==> config.mk <==
export PLATFORM = sky130hd
export DESIGN_NAME = axi4_lite_master_cmd
export DESIGN_NICKNAME = d
export VERILOG_FILES = /design/src/rtl/axi4_lite_master_cmd.sv
export SDC_FILE = /design/constraint.sdc
export NUM_CORES = 1
export LEC_CHECK = 0
export CAP_MARGIN = 10
export CORE_MARGIN = 2
export CORE_UTILIZATION = 43
export CTS_CLUSTER_SIZE = 10
export DETAILED_ROUTE_END_ITERATION = 10
export GPL_TIMING_DRIVEN = 0
export PLACE_DENSITY_LB_ADDON = 0.12
export SLEW_MARGIN = 20
export SYNTH_ARGS = -nofsm -noshare
export SYNTH_HDL_FRONTEND = slang
export SYNTH_SLANG_ARGS = --single-unit
==> constraint.sdc <==
create_clock -name clk -period 5.7 [get_ports clk]
set_input_delay 0.57 -clock clk [delete_from_list [all_inputs] [get_ports clk]]
set_output_delay 0.57 -clock clk [all_outputs]
set_load 0.03 [all_outputs]
==> src/rtl/axi4_lite_master_cmd.sv <==
// Single-outstanding AXI4-Lite master: one command in, one AXI4-Lite transaction out, one response back.
// Response waits are bounded by a timeout; responses arriving while idle are absorbed and flagged.
module axi4_lite_master_cmd #(
    parameter int unsigned TIMEOUT_CYCLES = 1024,
    parameter logic [2:0]  PROT           = 3'b000
) (
    input  logic        clk,
    input  logic        rst,
    input  logic        cmd_valid,
    output logic        cmd_ready,
    input  logic        cmd_write,
    input  logic [31:0] cmd_addr,
    input  logic [31:0] cmd_wdata,
    output logic        rsp_valid,
    input  logic        rsp_ready,
    output logic        rsp_write,
    output logic [31:0] rsp_data,
    output logic [1:0]  rsp_resp,
    output logic        rsp_timeout,
    output logic        stray_resp,
    output logic [31:0] awaddr,
    output logic [2:0]  awprot,
    output logic        awvalid,
    input  logic        awready,
    output logic [31:0] wdata,
    output logic [3:0]  wstrb,
    output logic        wvalid,
    input  logic        wready,
    input  logic [1:0]  bresp,
    input  logic        bvalid,
    output logic        bready,
    output logic [31:0] araddr,
    output logic [2:0]  arprot,
    output logic        arvalid,
    input  logic        arready,
    input  logic [31:0] rdata,
    input  logic [1:0]  rresp,
    input  logic        rvalid,
    output logic        rready
);

    // Wide enough to hold TIMEOUT_CYCLES itself, so the final increment cannot wrap.
    localparam int unsigned      CNT_W    = $clog2(TIMEOUT_CYCLES + 1);
    localparam logic [CNT_W-1:0] CNT_LAST = CNT_W'(TIMEOUT_CYCLES - 1);

    typedef enum logic [2:0] {
        IDLE,
        WADDR,
        WRESP,
        RADDR,
        RDATA,
        RESPOND
    } state_t;

    state_t           state, state_nxt;
    logic [31:0]      addr_q, addr_nxt;
    logic [31:0]      wdata_nxt;
    logic             awvalid_nxt, wvalid_nxt, arvalid_nxt;
    logic             rsp_write_nxt, rsp_timeout_nxt, stray_nxt;
    logic [31:0]      rsp_data_nxt;
    logic [1:0]       rsp_resp_nxt;
    logic [CNT_W-1:0] tmo_cnt, tmo_cnt_nxt;

    assign cmd_ready = (state == IDLE);
    assign rsp_valid = (state == RESPOND);
    assign bready    = (state == IDLE) || (state == WRESP);
    assign rready    = (state == IDLE) || (state == RDATA);
    assign awaddr    = addr_q;
    assign araddr    = addr_q;
    assign awprot    = PROT;
    assign arprot    = PROT;
    assign wstrb     = 4'hF;

    always_comb begin
        // NOTE: every *_nxt gets a default first so no path through the case can infer a latch.
        state_nxt       = state;
        addr_nxt        = addr_q;
        wdata_nxt       = wdata;
        awvalid_nxt     = awvalid;
        wvalid_nxt      = wvalid;
        arvalid_nxt     = arvalid;
        rsp_write_nxt   = rsp_write;
        rsp_data_nxt    = rsp_data;
        rsp_resp_nxt    = rsp_resp;
        rsp_timeout_nxt = rsp_timeout;
        stray_nxt       = stray_resp;
        tmo_cnt_nxt     = tmo_cnt;

        case (state)
            IDLE: begin
                // Anything on B or R here belongs to no live transaction.
                if (bvalid || rvalid) stray_nxt = 1'b1;
                if (cmd_valid) begin
                    addr_nxt      = cmd_addr;
                    wdata_nxt     = cmd_wdata;
                    rsp_write_nxt = cmd_write;
                    if (cmd_write) begin
                        awvalid_nxt = 1'b1;
                        wvalid_nxt  = 1'b1;
                        state_nxt   = WADDR;
                    end else begin
                        arvalid_nxt = 1'b1;
                        state_nxt   = RADDR;
                    end
                end
            end
            WADDR: begin
                if (awready) awvalid_nxt = 1'b0;
                if (wready)  wvalid_nxt  = 1'b0;
                if ((!awvalid || awready) && (!wvalid || wready)) begin
                    state_nxt   = WRESP;
                    tmo_cnt_nxt = '0;
                end
            end
            WRESP: begin
                tmo_cnt_nxt = tmo_cnt + CNT_W'(1);
                if (bvalid) begin
                    rsp_resp_nxt    = bresp;
                    rsp_data_nxt    = '0;
                    rsp_timeout_nxt = 1'b0;
                    state_nxt       = RESPOND;
                end else if (tmo_cnt == CNT_LAST) begin
                    rsp_resp_nxt    = 2'b10;
                    rsp_data_nxt    = '0;
                    rsp_timeout_nxt = 1'b1;
                    state_nxt       = RESPOND;
                end
            end
            RADDR: begin
                if (arready) begin
                    arvalid_nxt = 1'b0;
                    state_nxt   = RDATA;
                    tmo_cnt_nxt = '0;
                end
            end
            RDATA: begin
                tmo_cnt_nxt = tmo_cnt + CNT_W'(1);
                if (rvalid) begin
                    rsp_resp_nxt    = rresp;
                    rsp_data_nxt    = rdata;
                    rsp_timeout_nxt = 1'b0;
                    state_nxt       = RESPOND;
                end else if (tmo_cnt == CNT_LAST) begin
                    rsp_resp_nxt    = 2'b10;
                    rsp_data_nxt    = '0;
                    rsp_timeout_nxt = 1'b1;
                    state_nxt       = RESPOND;
                end
            end
            RESPOND: begin
                if (rsp_ready) state_nxt = IDLE;
            end
            default: state_nxt = IDLE;
        endcase
    end

    always_ff @(posedge clk) begin
        // NOTE: non-blocking so every register samples pre-edge values, independent of statement order.
        if (rst) begin
            state       <= IDLE;
            addr_q      <= '0;
            wdata       <= '0;
            awvalid     <= 1'b0;
            wvalid      <= 1'b0;
            arvalid     <= 1'b0;
            rsp_write   <= 1'b0;
            rsp_data    <= '0;
            rsp_resp    <= '0;
            rsp_timeout <= 1'b0;
            stray_resp  <= 1'b0;
            tmo_cnt     <= '0;
        end else begin
            state       <= state_nxt;
            addr_q      <= addr_nxt;
            wdata       <= wdata_nxt;
            awvalid     <= awvalid_nxt;
            wvalid      <= wvalid_nxt;
            arvalid     <= arvalid_nxt;
            rsp_write   <= rsp_write_nxt;
            rsp_data    <= rsp_data_nxt;
            rsp_resp    <= rsp_resp_nxt;
            rsp_timeout <= rsp_timeout_nxt;
            stray_resp  <= stray_nxt;
            tmo_cnt     <= tmo_cnt_nxt;
        end
    end

endmodule

==> impl_metrics.tcl <==
set metrics [dict create \
    grtUsageMet3_pct 7.27 \
    r2r-start "state[1]" \
    ys_seq_area_share_pct 47.8 \
    critPathMaxFanout 10 \
    htree_levels 4 \
    cts_hold_buf 0 \
    ios 260 \
    place_hpwl_microns 12500 \
    setup_tns_ns 0 \
    power_density_nw_per_um2 411 \
    post-cts-setup-buffers 0 \
    routedWlPerCell_microns 16.1 \
    multi_input_area_sq_um 2050 \
    cts_buffer_depth 2 \
    reg2reg_slack_ns 3.48 \
    rsz0062_at_grt "no" \
    report.final.slew_viol_count 0 \
    drt_iter0_markers 334 \
    cts.sinks 118 \
    drtAntennaViolNets 0 \
    worstReg2RegEnd "araddr[27]" \
    syn2layout_area_growth_pct 67.3 \
    synth_area_leaders "dfxtp_1, nand2_1, a21oi_1" \
    nNetsFinal 964 \
    hold_violations 0 \
    maxSlewHeadroom_pct 60.7 \
    synth_edf_count 0 \
    yosys.area.top_type "dfxtp_1" \
    hold_end "wdata[0]" \
    cap_violations 0 \
    area.sequential_sq_um 2360 \
    worst_ep_arrival_time_ns 2.32 \
    layout-drive-gt1-share_pct 11.8 \
    hold_class "reg -> reg" \
    top_usage_layer "met2" \
    min_period_over_period_pct 50.6 \
    firstDrtPassIters 4 \
    crit_family "buffers and inverters" \
    worst_pin_slew_ns 0.585 \
    cp_cell_sequence "buf_6, clkbuf_1, nor2b_1, and2_1, clkdlybuf4s50_1" \
    core-area_sq_um 11300 \
    r2r_cells 7 \
    antenna_cells 0 \
    power_leakage_uw 0.00316 \
    clock_latency_ns 0.40 \
    grt_usage_pct 25.8 \
    worstHoldStart "wdata[0]" \
    cp_slowest_cell "clkdlybuf4s50_1" \
    netlist_area_sq_um 4940 \
    finalSetupViolations 0 \
    die_x_microns 111 \
    ir_worst_vdd_mv 0.260 \
    remaining_drc_errors 0 \
    grt_first_pass_wirelength_microns 25500 \
    worstSetupPathType "reg -> out" \
    postCtsResizedCells 0 \
    cts_root_buf "clkbuf_16" \
    routed_via_density 5.03 \
    die_h_microns 111 \
    antenna_found_initial 0 \
    max_freq_mhz 347 \
    path_depth 5 \
    synth_cell_types 52 \
    portBuffers 249 \
    grt.overflow.total 0 \
    grt_pass1_vias 4867 \
    path_clk_slew_ns 0.05 \
    skew_ns 0.00917 \
    yosys_warnings 0 \
    global_route.usage.met2_pct 46.0 \
    vias 5072 \
    grt_max_degree 17 \
    whs_path_depth 2 \
    fillers 902 \
    placementRows 39 \
    synth.avg_cell_area_sq_um 8.57 \
    cp-start-kind "flip-flop" \
    fin_ws_ns 2.81 \
    numCtsBuffers 17 \
    crit_buf_inv 3 \
    cp.required_ns 5.13 \
    place.gp.congestion 0.908 \
    initial_core_util_pct 43.7 \
    dieArea_sq_um 12400 \
    cts_tree "yes" \
    gr-usage-met1_pct 29.6 \
    synthCells 577 \
    dp_slack_ns 3.23 \
    status "finished, final reports clean" \
    ys.flop_type "dfxtp_1" \
    synthArstFlopShare_pct 0 \
    setup.worst_path.end_class "primary output" \
    synth_top_area_share_pct 47.8 \
    routed_wl_microns 16200 \
    slowest_delay_ns 0.67 \
    min_period_ns 2.89 \
    ys_ff_latch 118 \
]
==> tightest hold or removal path, cell delays in order, from the launching register on <==
cell,delay (ns)
dfxtp_1,0.30
nand2_1,0.05
a21oi_1,0.05
==> how the worst max path moves through the flow <==
stage	end	slack (ns)	start
floorplan	araddr[0]	3.47	state[0]
global placement	rsp_valid	3.29	state[2]
detailed placement	araddr[27]	3.23	cmd_valid
CTS	rsp_valid	2.81	state[2]
global route	rsp_valid	2.66	state[2]
finish	rsp_valid	2.81	state[2]
==> sequential cells by signal, summed over array words and instances (netlist names) <==
| signal | cells |
|---|---|
| araddr | 32 |
| rsp_data | 32 |
| wdata | 32 |
| tmo_cnt | 11 |
| state | 3 |
| rsp_resp | 2 |
| arvalid | 1 |
| awvalid | 1 |
| rsp_timeout | 1 |
| rsp_write | 1 |
| stray_resp | 1 |
| wvalid | 1 |
==> Yosys cell counts (all sizes together) (4+ instances only) <==
| master | instances |
|---|---|
| a22o | 32 |
| clkbuf | 21 |
| inv | 13 |
| a21oi | 78 |
| nor2 | 7 |
| nand2 | 144 |
| dfxtp | 118 |
| o211ai | 14 |
| nor2b | 6 |
| nand2b | 7 |
| mux2i | 9 |
| buf | 62 |
| o21ai | 5 |
| a211oi | 6 |
| nand3 | 7 |
| nor3 | 4 |
==> metrics by stage <==
step           utilization, %  hold slack, ns  instance area [sq um]  total power [uW]  instances
6_report                 73.1           0.455                   8270              3400       1009
5_1_grt                  73.1           0.472                   8270              3560       1009
4_1_cts                  73.1           0.457                   8270              3410       1009
3_5_place_dp             67.5           0.449                   7650              2300        977
3_3_place_gp             67.5           0.439                   7650              2260        977
2_1_floorplan               -           0.469                   4970              1800        585
==> routing by layer <==
layer / routed length, microns / up-vias
li1: - / 2488
met1: 6370 / 2354
met2: 8400 / 206
met3: 1090 / 24
met4: 382 / 0
met5: 0 / -
==> power by group <==
group | internal (uW) | total, uW | switching [uW]
clock | 742 | 1110 | 366
sequential | 934 | 1010 | 76.5
combinational | 533 | 1280 | 745
total | 2210 | 3400 | 1190
==> area by class of cell <==
cell class                 count  area share (%)
timing repair buffer         249            30.1
sequential                   118            28.6
multi-input combinational    370            24.8
buffer                        83            6.16
clock buffer                  20            5.40
tap                          143            2.16
clock inverter                12            2.15
inverter                      14           0.635
==> cells in the final DEF (no fill, tap or decap), types with 5 or more instances in the layout <==
master | Yosys | final
clkbuf_16 | 0 | 17
o211ai_1 | 14 | 14
buf_4 | 43 | 43
nand2_1 | 144 | 144
nand3_1 | 7 | 7
nand2b_1 | 6 | 6
o21ai_0 | 5 | 5
dfxtp_1 | 118 | 118
nor2_1 | 7 | 7
mux2i_1 | 9 | 9
a21oi_1 | 78 | 78
a22o_1 | 32 | 32
clkdlybuf4s50_1 | 0 | 249
buf_2 | 17 | 17
inv_1 | 13 | 13
nor2b_1 | 6 | 6
conb_1 | 2 | 10
clkbuf_1 | 21 | 23
==> cells by family after synthesis <==
| logic type | Yosys count | share of synthesized area [%] |
|---|---|---|
| adder cells (fa/ha/maj) | 1 | 0.253 |
| XOR/XNOR | 1 | 0.177 |
| other | 2 | 0.152 |
| AO/OA/AOI/OAI | 156 | 21.0 |
| buffers and inverters | 97 | 11.4 |
| flip-flops | 118 | 47.8 |
| multiplexers | 9 | 1.82 |
| AND/OR/NAND/NOR | 193 | 17.5 |
(Power assumes the default switching activity.)
